[config.mk]
export PLATFORM = sky130hd
export DESIGN_NAME = nucleic_acid_sequencer_flat
export DESIGN_NICKNAME = d
export VERILOG_FILES = /design/src/rtl/naseq_pkg.sv /design/src/rtl/nucleic_acid_sequencer_if.sv /design/src/rtl/naseq_pump_phase.sv /design/src/rtl/nucleic_acid_sequencer.sv /design/src/flat_wrapper.sv
export SDC_FILE = /design/constraint.sdc
export NUM_CORES = 1
export LEC_CHECK = 0
export ABC_CLOCK_PERIOD_IN_PS = 4200
export BUFFER_PORTS_ARGS = -buffer_cell sky130_fd_sc_hd__buf_2
export CAP_MARGIN = 20
export CORE_UTILIZATION = 44
export CTS_CLUSTER_SIZE = 28
export DETAILED_ROUTE_END_ITERATION = 16
export PLACE_DENSITY = 0.67
export SLEW_MARGIN = 30
export SYNTH_ARGS = -nofsm -noshare
export SYNTH_HDL_FRONTEND = slang
export SYNTH_SLANG_ARGS = --single-unit
export TNS_END_PERCENT = 100
[constraint.sdc]
create_clock -name clk -period 4.2 [get_ports clk]
set_clock_uncertainty 0.15 [all_clocks]
set_input_delay 0.21 -clock clk [delete_from_list [all_inputs] [get_ports clk]]
set_output_delay 0.21 -clock clk [all_outputs]
set_load 0.01 [all_outputs]
[src/rtl/naseq_pkg.sv]
// Shared types for the nucleic-acid sequencer: state encoding, valve-vector
// bit positions, the six-step peristaltic pump phase table and the per-state valve map.
package naseq_pkg;

  typedef enum logic [3:0] {
    S_IDLE    = 4'd0,
    S_LOAD    = 4'd1,
    S_LYSE    = 4'd2,
    S_BIND    = 4'd3,
    S_TRAP    = 4'd4,
    S_WASH    = 4'd5,
    S_ELUTE   = 4'd6,
    S_COLLECT = 4'd7,
    S_DONE    = 4'd8
  } state_e;

  localparam int NUM_VALVES   = 11;
  localparam int V_LYSIS      = 0;
  localparam int V_WASH       = 1;
  localparam int V_ELUTE      = 2;
  localparam int V_HORIZ      = 3;
  localparam int V_VERTICAL   = 4;
  localparam int V_DEAD_END   = 5;
  localparam int V_LOOP_EXIT  = 6;
  localparam int V_BEAD_VTL   = 7;
  localparam int V_BEAD_TRAP  = 8;
  localparam int V_COLLECTION = 9;
  localparam int V_WASTE      = 10;

  localparam int NUM_PHASES = 6;

  // Bit order of the returned pattern is {pump1, pump2, pump3}.
  function automatic logic [2:0] pump_pattern(input logic [2:0] ph);
    case (ph)
      3'd0:    return 3'b100;
      3'd1:    return 3'b110;
      3'd2:    return 3'b010;
      3'd3:    return 3'b011;
      3'd4:    return 3'b001;
      3'd5:    return 3'b101;
      default: return 3'b000;
    endcase
  endfunction

  function automatic logic is_pumped(input state_e s);
    return (s == S_LYSE) || (s == S_BIND) || (s == S_ELUTE);
  endfunction

  function automatic logic [NUM_VALVES-1:0] valve_map(input state_e s);
    logic [NUM_VALVES-1:0] v;
    v = '0;
    case (s)
      S_LOAD:    begin v[V_HORIZ] = 1'b1; v[V_DEAD_END] = 1'b1; end
      S_LYSE:    begin v[V_LYSIS] = 1'b1; v[V_VERTICAL] = 1'b1; end
      S_BIND:    v[V_BEAD_VTL] = 1'b1;
      S_TRAP:    begin v[V_BEAD_TRAP] = 1'b1; v[V_LOOP_EXIT] = 1'b1; v[V_WASTE] = 1'b1; end
      S_WASH:    begin
        v[V_WASH] = 1'b1; v[V_VERTICAL] = 1'b1; v[V_BEAD_TRAP] = 1'b1;
        v[V_LOOP_EXIT] = 1'b1; v[V_WASTE] = 1'b1;
      end
      S_ELUTE:   begin
        v[V_ELUTE] = 1'b1; v[V_VERTICAL] = 1'b1; v[V_BEAD_TRAP] = 1'b1; v[V_LOOP_EXIT] = 1'b1;
      end
      S_COLLECT: begin v[V_BEAD_TRAP] = 1'b1; v[V_LOOP_EXIT] = 1'b1; v[V_COLLECTION] = 1'b1; end
      default:   v = '0;
    endcase
    return v;
  endfunction

endpackage

[src/rtl/nucleic_acid_sequencer_if.sv]
// Host <-> sequencer signal bundle. The pause input exists only when
// NASEQ_PAUSE_EN is defined.
interface nucleic_acid_sequencer_if #(parameter int TW = 16) ();
  logic            start;
  logic            abort;
  logic [7*TW-1:0] dur;
`ifdef NASEQ_PAUSE_EN
  logic            pause;
`endif
  logic            busy;
  logic            done;
  logic            lysis_ctl, wash_ctl, elute_ctl, horiz_ctl, vertical_ctl, dead_end_ctl;
  logic            loop_exit_ctl, bead_vtl_ctl, bead_trap_ctl, collection_ctl, waste_ctl;
  logic            pump1, pump2, pump3;
  logic [3:0]      state_o;

  modport master (
`ifdef NASEQ_PAUSE_EN
    output pause,
`endif
    output start, abort, dur,
    input  busy, done, lysis_ctl, wash_ctl, elute_ctl, horiz_ctl, vertical_ctl, dead_end_ctl,
    input  loop_exit_ctl, bead_vtl_ctl, bead_trap_ctl, collection_ctl, waste_ctl,
    input  pump1, pump2, pump3, state_o
  );

  modport slave (
`ifdef NASEQ_PAUSE_EN
    input  pause,
`endif
    input  start, abort, dur,
    output busy, done, lysis_ctl, wash_ctl, elute_ctl, horiz_ctl, vertical_ctl, dead_end_ctl,
    output loop_exit_ctl, bead_vtl_ctl, bead_trap_ctl, collection_ctl, waste_ctl,
    output pump1, pump2, pump3, state_o
  );
endinterface

[src/rtl/naseq_pump_phase.sv]
// Peristaltic pump phase generator: steps the six-phase pattern every PUMP_DIV
// enabled cycles; restart clears phase and divider, disable holds them and closes pumps.
module naseq_pump_phase
  import naseq_pkg::*;
#(
  parameter int PUMP_DIV = 8
) (
  input  logic       clk,
  input  logic       rst,
  input  logic       enable_i,
  input  logic       restart_i,
  output logic [2:0] pump_o
);
  localparam int DW = (PUMP_DIV > 1) ? $clog2(PUMP_DIV) : 1;

  logic [DW-1:0] div_q;
  logic [2:0]    phase_q;
  logic [2:0]    pump_q;

  // Output reflects the phase of the current cycle even on a restart edge,
  // so the last cycle of one pumped state is not cut short by the next.
  always_ff @(posedge clk or posedge rst) begin
    if (rst) begin
      div_q   <= '0;
      phase_q <= '0;
      pump_q  <= '0;
    end else begin
      pump_q <= enable_i ? pump_pattern(phase_q) : 3'b000;
      if (restart_i) begin
        div_q   <= '0;
        phase_q <= '0;
      end else if (enable_i) begin
        if (div_q == DW'(PUMP_DIV - 1)) begin
          div_q   <= '0;
          phase_q <= (phase_q == 3'(NUM_PHASES - 1)) ? 3'd0 : phase_q + 3'd1;
        end else begin
          div_q <= div_q + 1'b1;
        end
      end
    end
  end

  assign pump_o = pump_q;
endmodule

[src/rtl/nucleic_acid_sequencer.sv]
// Sample-prep valve/pump sequencer: IDLE -> LOAD..COLLECT (WASH repeated) -> DONE.
// Durations in dur are packed LOAD in the low slice up to COLLECT; NASEQ_PAUSE_EN adds pause.
module nucleic_acid_sequencer
  import naseq_pkg::*;
#(
  parameter int TW        = 16,
  parameter int PUMP_DIV  = 8,
  parameter int WASH_REPS = 3
) (
  input logic                    clk,
  input logic                    rst,
  nucleic_acid_sequencer_if.slave bus
);
  localparam int WW = (WASH_REPS > 1) ? $clog2(WASH_REPS) : 1;

  state_e                  state_q, state_d;
  logic [TW-1:0]           timer_q, timer_d;
  logic [WW-1:0]           wash_q, wash_d;
  logic [7*TW-1:0]         dur_q, dur_d;
  logic [NUM_VALVES-1:0]   valve_q;
  logic                    pause, restart, pump_en;
  logic [2:0]              pump;

`ifdef NASEQ_PAUSE_EN
  assign pause = bus.pause;
`else
  assign pause = 1'b0;
`endif

  // Down-counter load value: a duration of 0 still yields one cycle.
  function automatic logic [TW-1:0] load_val(input logic [TW-1:0] d);
    return (d == '0) ? '0 : d - 1'b1;
  endfunction

  function automatic logic [TW-1:0] slot(input logic [7*TW-1:0] dv, input state_e s);
    int idx;
    idx = int'(s) - 1;
    if (idx < 0 || idx > 6) return '0;
    return dv[idx*TW +: TW];
  endfunction

  always_comb begin
    state_d = state_q;
    timer_d = timer_q;
    wash_d  = wash_q;
    dur_d   = dur_q;
    if (bus.abort) begin
      state_d = S_IDLE;
      timer_d = '0;
      wash_d  = '0;
    end else begin
      case (state_q)
        S_IDLE: if (bus.start) begin
          state_d = S_LOAD;
          dur_d   = bus.dur;
          timer_d = load_val(bus.dur[TW-1:0]);
          wash_d  = '0;
        end
        S_LOAD, S_LYSE, S_BIND, S_TRAP, S_WASH, S_ELUTE, S_COLLECT: if (!pause) begin
          if (timer_q != '0) begin
            timer_d = timer_q - 1'b1;
          end else if (state_q == S_WASH && int'(wash_q) != WASH_REPS - 1) begin
            wash_d  = wash_q + 1'b1;
            timer_d = load_val(slot(dur_q, S_WASH));
          end else begin
            state_d = state_e'(state_q + 4'd1);
            wash_d  = '0;
            timer_d = load_val(slot(dur_q, state_e'(state_q + 4'd1)));
          end
        end
        S_DONE:  state_d = S_IDLE;
        default: state_d = S_IDLE;
      endcase
    end
  end

  assign restart = (state_d != state_q);
  assign pump_en = is_pumped(state_q) && !pause && !bus.abort;

  always_ff @(posedge clk or posedge rst) begin
    if (rst) begin
      state_q <= S_IDLE;
      timer_q <= '0;
      wash_q  <= '0;
      dur_q   <= '0;
      valve_q <= '0;
    end else begin
      state_q <= state_d;
      timer_q <= timer_d;
      wash_q  <= wash_d;
      dur_q   <= dur_d;
      valve_q <= bus.abort ? '0 : valve_map(state_q);
    end
  end

  naseq_pump_phase #(.PUMP_DIV(PUMP_DIV)) u_pump (
    .clk       (clk),
    .rst       (rst),
    .enable_i  (pump_en),
    .restart_i (restart),
    .pump_o    (pump)
  );

  assign bus.busy           = (state_q >= S_LOAD) && (state_q <= S_COLLECT);
  assign bus.done           = (state_q == S_DONE);
  assign bus.state_o        = state_q;
  assign bus.lysis_ctl      = valve_q[V_LYSIS];
  assign bus.wash_ctl       = valve_q[V_WASH];
  assign bus.elute_ctl      = valve_q[V_ELUTE];
  assign bus.horiz_ctl      = valve_q[V_HORIZ];
  assign bus.vertical_ctl   = valve_q[V_VERTICAL];
  assign bus.dead_end_ctl   = valve_q[V_DEAD_END];
  assign bus.loop_exit_ctl  = valve_q[V_LOOP_EXIT];
  assign bus.bead_vtl_ctl   = valve_q[V_BEAD_VTL];
  assign bus.bead_trap_ctl  = valve_q[V_BEAD_TRAP];
  assign bus.collection_ctl = valve_q[V_COLLECTION];
  assign bus.waste_ctl      = valve_q[V_WASTE];
  assign bus.pump1          = pump[2];
  assign bus.pump2          = pump[1];
  assign bus.pump3          = pump[0];
endmodule

[src/flat_wrapper.sv]
// flat-port wrapper written by rule: the top's interface ports become plain ports
module nucleic_acid_sequencer_flat import naseq_pkg::*;
#(
  parameter int TW        = 16,
  parameter int PUMP_DIV  = 8,
  parameter int WASH_REPS = 3
)
  (clk, rst, bus_start, bus_abort, bus_dur, bus_busy, bus_done, bus_lysis_ctl, bus_wash_ctl, bus_elute_ctl, bus_horiz_ctl, bus_vertical_ctl, bus_dead_end_ctl, bus_loop_exit_ctl, bus_bead_vtl_ctl, bus_bead_trap_ctl, bus_collection_ctl, bus_waste_ctl, bus_pump1, bus_pump2, bus_pump3, bus_state_o);
  nucleic_acid_sequencer_if #(.TW(TW)) bus_i ();
  input logic clk;
  input logic rst;
  input wire logic [$bits(bus_i.start)-1:0] bus_start;
  input wire logic [$bits(bus_i.abort)-1:0] bus_abort;
  input wire logic [$bits(bus_i.dur)-1:0] bus_dur;
  output wire logic [$bits(bus_i.busy)-1:0] bus_busy;
  output wire logic [$bits(bus_i.done)-1:0] bus_done;
  output wire logic [$bits(bus_i.lysis_ctl)-1:0] bus_lysis_ctl;
  output wire logic [$bits(bus_i.wash_ctl)-1:0] bus_wash_ctl;
  output wire logic [$bits(bus_i.elute_ctl)-1:0] bus_elute_ctl;
  output wire logic [$bits(bus_i.horiz_ctl)-1:0] bus_horiz_ctl;
  output wire logic [$bits(bus_i.vertical_ctl)-1:0] bus_vertical_ctl;
  output wire logic [$bits(bus_i.dead_end_ctl)-1:0] bus_dead_end_ctl;
  output wire logic [$bits(bus_i.loop_exit_ctl)-1:0] bus_loop_exit_ctl;
  output wire logic [$bits(bus_i.bead_vtl_ctl)-1:0] bus_bead_vtl_ctl;
  output wire logic [$bits(bus_i.bead_trap_ctl)-1:0] bus_bead_trap_ctl;
  output wire logic [$bits(bus_i.collection_ctl)-1:0] bus_collection_ctl;
  output wire logic [$bits(bus_i.waste_ctl)-1:0] bus_waste_ctl;
  output wire logic [$bits(bus_i.pump1)-1:0] bus_pump1;
  output wire logic [$bits(bus_i.pump2)-1:0] bus_pump2;
  output wire logic [$bits(bus_i.pump3)-1:0] bus_pump3;
  output wire logic [$bits(bus_i.state_o)-1:0] bus_state_o;
  assign bus_i.start = bus_start;
  assign bus_i.abort = bus_abort;
  assign bus_i.dur = bus_dur;
  assign bus_busy = bus_i.busy;
  assign bus_done = bus_i.done;
  assign bus_lysis_ctl = bus_i.lysis_ctl;
  assign bus_wash_ctl = bus_i.wash_ctl;
  assign bus_elute_ctl = bus_i.elute_ctl;
  assign bus_horiz_ctl = bus_i.horiz_ctl;
  assign bus_vertical_ctl = bus_i.vertical_ctl;
  assign bus_dead_end_ctl = bus_i.dead_end_ctl;
  assign bus_loop_exit_ctl = bus_i.loop_exit_ctl;
  assign bus_bead_vtl_ctl = bus_i.bead_vtl_ctl;
  assign bus_bead_trap_ctl = bus_i.bead_trap_ctl;
  assign bus_collection_ctl = bus_i.collection_ctl;
  assign bus_waste_ctl = bus_i.waste_ctl;
  assign bus_pump1 = bus_i.pump1;
  assign bus_pump2 = bus_i.pump2;
  assign bus_pump3 = bus_i.pump3;
  assign bus_state_o = bus_i.state_o;
  nucleic_acid_sequencer #(.TW(TW), .PUMP_DIV(PUMP_DIV), .WASH_REPS(WASH_REPS)) u_core (.clk(clk), .rst(rst), .bus(bus_i));
endmodule
Word-level counts from Yosys, hierarchy flattened
Cells that the tools add are included.
- output and inout bits: 20
- word-level logic and storage cells: 113
- register bits: 154
- bitwise operators: 1
- reductions and logical operators: 24
- order comparisons: 4
- equality and inequality tests: 18
- shift operators: 1
- add/subtract/negate cells: 9
- multiplexer cells: 48
- operators with widths (kind ; number):
    two-way mux 16 bit ; 13
    variable part select 112 x 32 -> 16 bit ; 1
    subtractor 16 x 1 -> 16 bit, second input constant ; 4
    logical NOT 16 bit ; 3
    > comparator 32 x 4 -> 1 bit, second input constant ; 1
    < comparator 32 x 1 -> 1 bit, second input constant ; 1
    case mux 16 bit (2 select lines) ; 1
    two-way mux 3 bit ; 8
    case mux 3 bit (6 select lines) ; 1
    equality test 4 x 3 -> 1 bit, second input constant ; 4
    two-way mux 4 bit ; 4
    nonzero test 16 bit ; 1
    two-way mux 1 bit ; 14
    two-way mux 11 bit ; 1
    equality test 3 bit, second input constant ; 3
    equality test 4 x 2 -> 1 bit, second input constant ; 2
    two-way mux 2 bit ; 4
    case mux 4 bit (2 select lines) ; 1
    OR reduction 7 bit ; 1
    adder 3 x 1 -> 3 bit, second input constant ; 2
    equality test 3 x 2 -> 1 bit, second input constant ; 2
    inequality test 3 bit, second input constant ; 2
    AND reduction 3 bit ; 2
    subtractor 4 x 1 -> 5 bit, second input constant ; 1
    other kinds (22) ; 28

Longest topological paths before layout
Gate-level depths: netlist of the first run.
- depth in word-level cells: 20
- mapped depth: 22

By module
A second synthesis of the first run with hierarchy kept.
- cell total of the unflattened synthesis: 862
- area, all modules: 9002.4 sq um
- modules (own cells, without submodules) (module ; cells an instance ; area each (sq um) ; instances ; seq. area each (sq um)):
    nucleic_acid_sequencer ; 819 ; 8530.7 ; 1 ; 3578.4
    naseq_pump_phase ; 43 ; 471.7 ; 1 ; 225.2

Worst setup path before layout of the first run
No wires, ideal clock.
- path kind: flip-flop to flip-flop
- from: reg u_core.state_q[0] (netlist: u_core.bus.state_o[0])
- to: reg u_core.timer_q[8]
- path slack: -350 ps
- path buffers: 10
- required time: 3918 ps
- cell stages (with the launch flop): 22
- data arrival time: 4268 ps
- cells stage by stage: dfrtp_1 buf_2 buf_2 buf_2 buf_1 inv_1 ha_1 buf_6 buf_12 buf_2 buf_2 xnor2_1 nor3_1 a21o_1 clkbuf_1 a21o_1 ha_1 buf_1 inv_1 o211a_1 o31ai_1 a31oi_1
- longest elaborated chain between the ends: 20
- elaborated cells on any way between the ends: 36
- those cells by class: add/sub (3); order compare (2); eq/ne (8); shift (1); mux (15); reduce/logical (7)
- ends and longest elaborated chain (element ; line ; source):
    start: declaration ; nucleic_acid_sequencer.sv:16 ; state_e state_q, state_d;
    start signal: assignment ; nucleic_acid_sequencer.sv:88 ; state_q <= state_d;
    adder 4 x 1 -> 4 bit ; nucleic_acid_sequencer.sv:68 ; timer_d = load_val(slot(dur_q, state_e'(state_q + 4'd1)));
    subtractor 4 x 1 -> 5 bit ; nucleic_acid_sequencer.sv:37 ; idx = int'(s) - 1;
    < comparator 32 x 1 -> 1 bit or > comparator 32 x 4 -> 1 bit (tied branches) ; nucleic_acid_sequencer.sv:38 ; if (idx < 0 || idx > 6) return '0;
    logical OR 1 bit ; nucleic_acid_sequencer.sv:38 ;
    two-way mux 1 bit ; nucleic_acid_sequencer.sv:38 ;
    two-way mux 1 bit ; nucleic_acid_sequencer.sv:62 ; end else if (state_q == S_WASH && int'(wash_q) != WASH_REPS - 1) begin
    two-way mux 1 bit ; nucleic_acid_sequencer.sv:60 ; if (timer_q != '0) begin
    two-way mux 1 bit ; nucleic_acid_sequencer.sv:52 ; case (state_q)
    (+4 left out) ; n/a ;
    two-way mux 16 bit ; nucleic_acid_sequencer.sv:52 ;
    two-way mux 16 bit ; nucleic_acid_sequencer.sv:47 ; if (bus.abort) begin
    subtractor 16 x 1 -> 16 bit or logical NOT 16 bit (tied branches) ; nucleic_acid_sequencer.sv:32 ; return (d == '0) ? '0 : d - 1'b1;
    two-way mux 16 bit ; nucleic_acid_sequencer.sv:32 ;
    two-way mux 16 bit ; nucleic_acid_sequencer.sv:62 ;
    two-way mux 16 bit ; nucleic_acid_sequencer.sv:60 ;
    case mux 16 bit (2 select lines) ; nucleic_acid_sequencer.sv:52 ;
    two-way mux 16 bit ; nucleic_acid_sequencer.sv:47 ;
    end signal: assignment ; nucleic_acid_sequencer.sv:89 ; timer_q <= timer_d;
    end: declaration ; nucleic_acid_sequencer.sv:17 ; logic [TW-1:0] timer_q, timer_d;
Parallel ways exist; a longest one is shown, timed or not. The select of a mux whose other input is x is not followed.
A chain may end at the register's enable or synchronous reset.

Worst setup path after layout of the first run
Same ends and word-level chain as after synthesis.

==> results.md, run 1 <==
- DR vias: 7936
- Worst hold path type: input port to flop
- Final hold violations: 0
- Post-cts repair resize count: 0
- Mean Syn Cell Area: 10.45 µm²
- VDD IR max: 0.3293 mV
- Wire per inst: 19.91 µm
- Buffers on Ports: between 100 and 150
- Final Non-Filler Cells: 1377
- Crit path kind: flop to flop
- Worst-Margin Slew: 0.7596 ns
- H-tree depth: 4
- Iter 0 DRT Violations: about 690
- Post-CTS setup buffers: 0
- Place WS: 0.3679 ns
- Worst setup EP type: flop
- Leakage: 5.055 nW
- Cell variety after synth: 69
- Startpoint types: flop
- CP arrival: 3.97 ns
- Setup violators final: 0
- Synth Instances: 852
- Max Cap Viol: 0
- Clock Latency Late Sink: 0.43 ns
- DP Wirelength: between 15 and 20 mm
- Syn Nets: 983
- Ys Warns: 0
- Drt first pass iters: 5
- CORE AREA: 19650 µm²
- Antenna-violating nets left: 0
- Yosys reg bits: approximately 150
- Most common cell after layout, fill and taps aside: dfrtp_1
- Asr flop ratio synth: 100.0%
- Tmin final: 3.836 ns
- Outcome: completed
- Root buffer cell: clkbuf_16
- CTS tree: yes
- Drc violations: 0
- Primary FF master, synth: dfrtp_1
- Number of global-route vias before repair: 7805
- Antenna violations before repair: 1
- Row count: 51
- Hold buffer count at CTS: 114
- GP Congestion: between 0.9 and 1
- Avg Vias per Cell: 5.763
- Fmax: 260.7 MHz
- Final core utilization: between 50% and 60%
- Pwr dens: 416.3 nW/µm²
- Final WS setup: 0.3640 ns
- First-pass GRT wire length: 42.94 mm
- Pin count of the biggest net entering global routing: 84
- RSZ-0062 raised after global routing: no
- CP max FO: 18
- CTS Buffer Depth: 2
- Antenna fix cells: 0
- Number of synthesized flops with an enable pin: 0
- Filler instances: 1654
- Top-Level Pins: 136
- Final Cycle Share: 91.33%
- Die W: approximately 140 µm
- Synthesis-to-layout area growth: 31.33%
- Worst-path clk slew: 0.06 ns
- Initial Utilization: 45.31%
- Cell Area, Synth: 8905 µm²
- Most frequent cells in the layout: dfrtp_1, buf_2, mux2_2
- Layout cells sized above 1: 32.46%
- Area of the multi-input gates: 4751 µm²
- Seq. cell area: 3804 µm²
- Final Max Slew Viols: 0
- Total grt overflow: 0
- WL final: 27.42 mm
- Placed cell count: 1231
- Nets: around 1200
- DIE AREA: 20810 µm²
- WP data required: 4.34 ns
- Sinks on Clock Net: 152
- Rel. slew slack: between 40 and 50%
- CTS Buf Count: 17
- Global Route Usage Sum: 27.76%
- Part of the Yosys area used for sequential elements: between 40 and 50%
- Die height: 144.3 µm
-- per-stage QoR --
| stage | total power [mW] | instance area (µm²) | TNS, ns | hold WS (ns) |
|---|---|---|---|---|
| after floorplan | 2.797 | 8922 | -0.02065 | 0.1768 |
| after global placement | 3.210 | 9928 | 0 | 0.2898 |
| after detailed placement | 3.235 | 9976 | 0 | 0.1451 |
| after CTS | 4.833 | 11700 | 0 | 0.03189 |
| after global routing | 5.070 | 11700 | 0 | 0.03520 |
| final | 4.869 | 11700 | 0 | 0.05145 |
-- metal layers --
layer | routed length, µm | up-vias | global-route usage (%)
li1 | - | 3619 | -
met2 | 13550 | 321 | 46.17
met4 | 770 | 0 | 10.53
met3 | 1547 | 51 | 5.099
met5 | 0 | - | 0
met1 | 11560 | 3945 | 35.95
-- path summary, 6_finish.rpt --
path	startpoint	end	slack [ns]	depth (start not counted)
max	u_core.bus.state_o[0]	u_core.timer_q[8]	0.36	12
max in group asynchronous	rst	u_core.timer_q[12]	2.88	6
max reg2reg	u_core.bus.state_o[0]	u_core.timer_q[8]	0.36	12
min	bus_start	u_core.bus.state_o[1]	0.05	4
min in group asynchronous	rst	u_core.dur_q[100]	0.25	4
min reg2reg	u_core.wash_q[0]	u_core.wash_q[0]	0.34	1
-- sequential cells by signal, indices dropped and copies added, names as in the netlist --
name / flops
u_core.dur_q: 112
u_core.timer_q: 16
u_core.valve_q: 9
u_core.bus.state_o: 4
u_core.u_pump.div_q: 3
u_core.u_pump.phase_q: 3
u_core.u_pump.pump_o: 3
u_core.wash_q: 2
-- power by group --
| part | switching (mW) | total [mW] | internal [mW] |
|---|---|---|---|
| registers | 0.248 | 1.97 | 1.72 |
| clock network | 0.650 | 1.53 | 0.879 |
| logic | 0.681 | 1.37 | 0.688 |
| total | 1.58 | 4.87 | 3.29 |
-- synth_stat cells (4+ instances only) --
library cell    n  share of area [%]
nor3b_1         4               0.34
a21o_1          4               0.34
o31ai_1         7               0.59
and3_1         12               0.84
dfrtp_1       152                 43
mux2_2        124                 16
mux2i_1         5               0.56
ha_1           15                2.1
mux4_2         16                4.0
a31oi_1        11               0.77
o21ai_0        52                2.9
a211oi_1       11               0.93
clkbuf_1       30                1.3
inv_1          26                1.1
nand2b_1        7               0.49
nor2_1         57                2.4
xor2_1         21                2.1
nand2_1        55                2.3
buf_4           5               0.42
nand3_1        19                1.1
and2_1          5               0.35
o22ai_1        16                1.1
nor4_1          7               0.49
nand4_1         6               0.42
a221oi_1        4               0.39
a21oi_1        47                2.6
nor3_1         27                1.5
xnor2_1        23                2.3
buf_2          15               0.84
or3_1           5               0.35
-- worst max-delay path: stages, from the launching register on --
cell	delay, ns
dfrtp_1	0.35
inv_1	0.10
ha_2	0.63
buf_4	0.30
mux4_2	0.54
nor2_1	0.17
nor2_1	0.07
nor4_2	0.22
buf_4	0.22
or2b_1	0.25
o211a_1	0.21
o31ai_1	0.34
a31oi_1	0.14
-- cell type report --
type | count | area share (%)
sequential | 152 | 32.52
multi-input combinational | 619 | 40.62
inverter | 26 | 0.8666
clock inverter | 14 | 1.273
tap | 265 | 2.835
clock buffer | 18 | 3.670
timing repair buffer | 283 | 18.21
-- cells by family after synthesis --
| family | after synthesis | share of synthesized area (%) |
|---|---|---|
| buffers and inverters | 81 | 4.103 |
| AO/OA/AOI/OAI | 185 | 13.36 |
| multiplexers | 146 | 20.42 |
| AND/OR/NAND/NOR | 229 | 12.97 |
| XOR/XNOR | 44 | 4.328 |
| flip-flops | 152 | 42.71 |
| adder cells (fa/ha/maj) | 15 | 2.108 |
Note: power is estimated with default switching activity, not from simulation.
==> inputs of run 2 (changes only) <==
--- a/config.mk
+++ b/config.mk
@@ -11,7 +11,9 @@
 export CORE_UTILIZATION = 44
 export CTS_CLUSTER_SIZE = 28
 export DETAILED_ROUTE_END_ITERATION = 16
+export GPL_ROUTABILITY_DRIVEN = 1
 export PLACE_DENSITY = 0.67
+export RECOVER_POWER = 100
 export SLEW_MARGIN = 30
 export SYNTH_ARGS = -nofsm -noshare
 export SYNTH_HDL_FRONTEND = slang
==> results.md, run 2 (synthesis results as in run 1) <==
- Outcome: finished with violations (was completed)
- Failing checks: max-capacitance violations, max-slew violations
- Final hold violations: 0 (unchanged)
- Clock power frac: 31.5% (was 31.4%)
- Reg2Reg Setup Slack: 0.35 ns (was 0.36 ns)
- Nets: 1230 (unchanged)
- Startpoint types: flop (unchanged)
- Final Non-Filler Cells: 1377 (unchanged)
- Power, Total: 4.846 mW (was 4.869 mW)
- FF-to-FF path depth: 7 (was 12)
- CP arrival: 4.00 ns (was 3.97 ns)
- Sw Pwr: 1.572 mW (was 1.578 mW)
- Met2 global-route usage: 46.17% (unchanged)
- Global Route Usage Sum: 27.76% (unchanged)
- CP max stage cell: clkbuf_1 (was ha_2)
- Rel. slew slack: -35.72% (was 48.65%)
- Antenna fix cells: 0 (unchanged)
- Avg Vias per Cell: 5.733 (was 5.763)
- Clock Latency Late Sink: 0.43 ns (about the same)
- Antenna violations before repair: 1 (unchanged)
- CORE AREA: 19650 µm² (unchanged)
- CP max FO: 24 (was 18)
- DR vias: 7895 (was 7936)
- Setup TNS: 0 ns (unchanged)
- WP data required: 4.36 ns (was 4.34 ns)
- Met1 usage: 35.95% (unchanged)
- Fmax: 260.0 MHz (was 260.7 MHz)
- Wire per inst: 19.92 µm (was 19.91 µm)
- Iter 0 DRT Violations: 656 (was 685)
- Combinational power share: 27.8% (was 28.1%)
- Sinks on Clock Net: 152 (unchanged)
- Pint: 3.274 mW (was 3.291 mW)
- Leakage: 4.917 nW (was 5.055 nW)
- Crit path kind: flop to flop (unchanged)
- Most Crowded Layer GR: met2 (unchanged)
- Worst-path clk slew: 0.06 ns (about the same)
- WL final: 27.44 mm (was 27.42 mm)
- Row count: 51 (unchanged)
- Most frequent cells in the layout: dfrtp_1, mux2_2, buf_2 (was dfrtp_1, buf_2, mux2_2)
- Final hold slack: 0.05077 ns (was 0.05145 ns)
- Most flop-heavy register: u_core.dur_q (unchanged)
- Sequential share of power: 40.7% (was 40.5%)
- Crit-path cells: inv_1, clkbuf_1, and3_1, nand2_1, nor2_2, clkbuf_2, mux2_2 (was inv_1, ha_2, buf_4, mux4_2, nor2_1, nor2_1, nor4_2, buf_4, or2b_1, o211a_1, o31ai_1, a31oi_1)
- CTS Buf Count: 17 (unchanged)
- Final Cell Area: 11550 µm² (was 11700 µm²)
- Top-Level Pins: 136 (unchanged)
- Setup violators final: 0 (unchanged)
- Cell count of the worst hold path: 3 (was 4)
- Root buffer cell: clkbuf_16 (unchanged)
- First-pass GRT wire length: 42.94 mm (unchanged)
- Final core utilization: 58.79% (was 59.50%)
- Global-route met3 utilization: 5.099% (unchanged)
- Buffers on Ports: 135 (unchanged)
- Total grt overflow: 0 (unchanged)
- Place WS: 0.3679 ns (unchanged)
- Layout cells sized above 1: 29.59% (was 32.46%)
- Critical R2R Capture: u_core.dur_q[67] (was u_core.timer_q[8])
- CTS tree: yes (unchanged)
- Tmin final: 3.846 ns (was 3.836 ns)
- Number of global-route vias before repair: 7805 (unchanged)
- Placed cell count: 1231 (unchanged)
- RSZ-0062 raised after global routing: no (unchanged)
- Worst setup EP type: flop (unchanged)
- Worst Hold Launch: bus_start (unchanged)
- Pin count of the biggest net entering global routing: 84 (unchanged)
- Antenna-violating nets left: 0 (unchanged)
- Die height: 144.3 µm (unchanged)
- WHS Endpoint: u_core.bus.state_o[0] (was u_core.bus.state_o[1])
- Worst hold path type: input port to flop (unchanged)
- Most common cell after layout, fill and taps aside: dfrtp_1 (unchanged)
- H-tree depth: 4 (unchanged)
- CP max stage delay: 0.83 ns (was 0.63 ns)
- Max Cap Viol: 1 (was 0)
- Die W: 144.3 µm (unchanged)
- Top flop regs: u_core.dur_q x112, u_core.timer_q x16, u_core.valve_q x9 (unchanged)
- Final Cycle Share: 91.58% (was 91.33%)
- CTS Buffer Depth: 2 (unchanged)
- VDD IR max: 0.3186 mV (was 0.3293 mV)
- Drt first pass iters: 5 (unchanged)
- Pwr dens: 419.4 nW/µm² (was 416.3 nW/µm²)
- DIE AREA: 20810 µm² (unchanged)
- GP Congestion: 0.9318 (unchanged)
- Final WS setup: 0.3536 ns (was 0.3640 ns)
- Worst-Margin Slew: 2.036 ns (was 0.7596 ns)
- Drc violations: 0 (unchanged)
- Synthesis-to-layout area growth: 29.76% (was 31.33%)
- Reg-to-Reg Start: u_core.bus.state_o[2] (was u_core.bus.state_o[0])
- Max reg flops: 112 (unchanged)
- Post-DP Area: 9976 µm² (unchanged)
- Initial Utilization: 45.31% (unchanged)
- Final Max Slew Viols: 84 (was 0)
- DP Wirelength: 18.83 mm (unchanged)
- Switching share of power: 32.45% (was 32.42%)
-- run 2: cell count changes in the layout (fill, tap and decap cells not counted), moves of 2 or more --
cell / previous run / this run
clkbuf_1: 1 / 29
buf_2: 135 / 117
buf_4: 30 / 18
clkbuf_2: 0 / 5
and2_0: 1 / 3
and2_1: 5 / 3
buf_12: 3 / 1
-- run 2: final cells by class --
cell class | count | area [µm²]
tap | 265 | 331.6
timing repair buffer | 283 | 2012
fill | 1691 | 8099
multi-input combinational | 619 | 4731
sequential | 152 | 3804
clock buffer | 18 | 429.2
clock inverter | 14 | 148.9
inverter | 26 | 98.84
-- run 2: worst max path at each step --
stage                               start           endpoint  slack [ns]
floorplan           u_core.bus.state_o[0]  u_core.timer_q[8]       -0.02
global placement    u_core.bus.state_o[0]  u_core.timer_q[8]        0.37
detailed placement  u_core.bus.state_o[0]  u_core.timer_q[8]        0.37
CTS                 u_core.bus.state_o[0]  u_core.timer_q[8]        0.35
finish              u_core.bus.state_o[2]   u_core.dur_q[67]        0.35
global route        u_core.bus.state_o[2]   u_core.dur_q[67]        0.09
-- run 2: metal layers --
metal  vias up  part of all wire, %  wire, µm
met5         -                0.066        18
met4         2                  2.7       753
met3        51                  6.2      1698
met2       309                   49     13520
met1      3920                   42     11440
li1       3613                    -         -
-- run 2: power by group through the flow --
stage | sequential (mW) | clock, mW | combinational [mW]
global route | 1.99 | 1.60 | 1.45
floorplan | 1.87 | 0 | 0.927
global placement | 1.97 | 0 | 1.23
CTS | 1.96 | 1.53 | 1.34
finish | 1.97 | 1.53 | 1.35
detailed placement | 1.98 | 0 | 1.25
-- run 2: critical path, delay by kind of cell (launching register included) --
kind          cells  cell delay, ns
mux               1            0.41
simple gates      3            1.11
flops             1            0.56
buf+inv           3            1.51
-- run 2: timing repair --
item,4_1_cts,5_1_grt
hold buffers,114,0
gates resized for setup,0,0
setup endpoints to repair,0,0
endpoints found under the hold margin,243,0
setup buffers,0,0
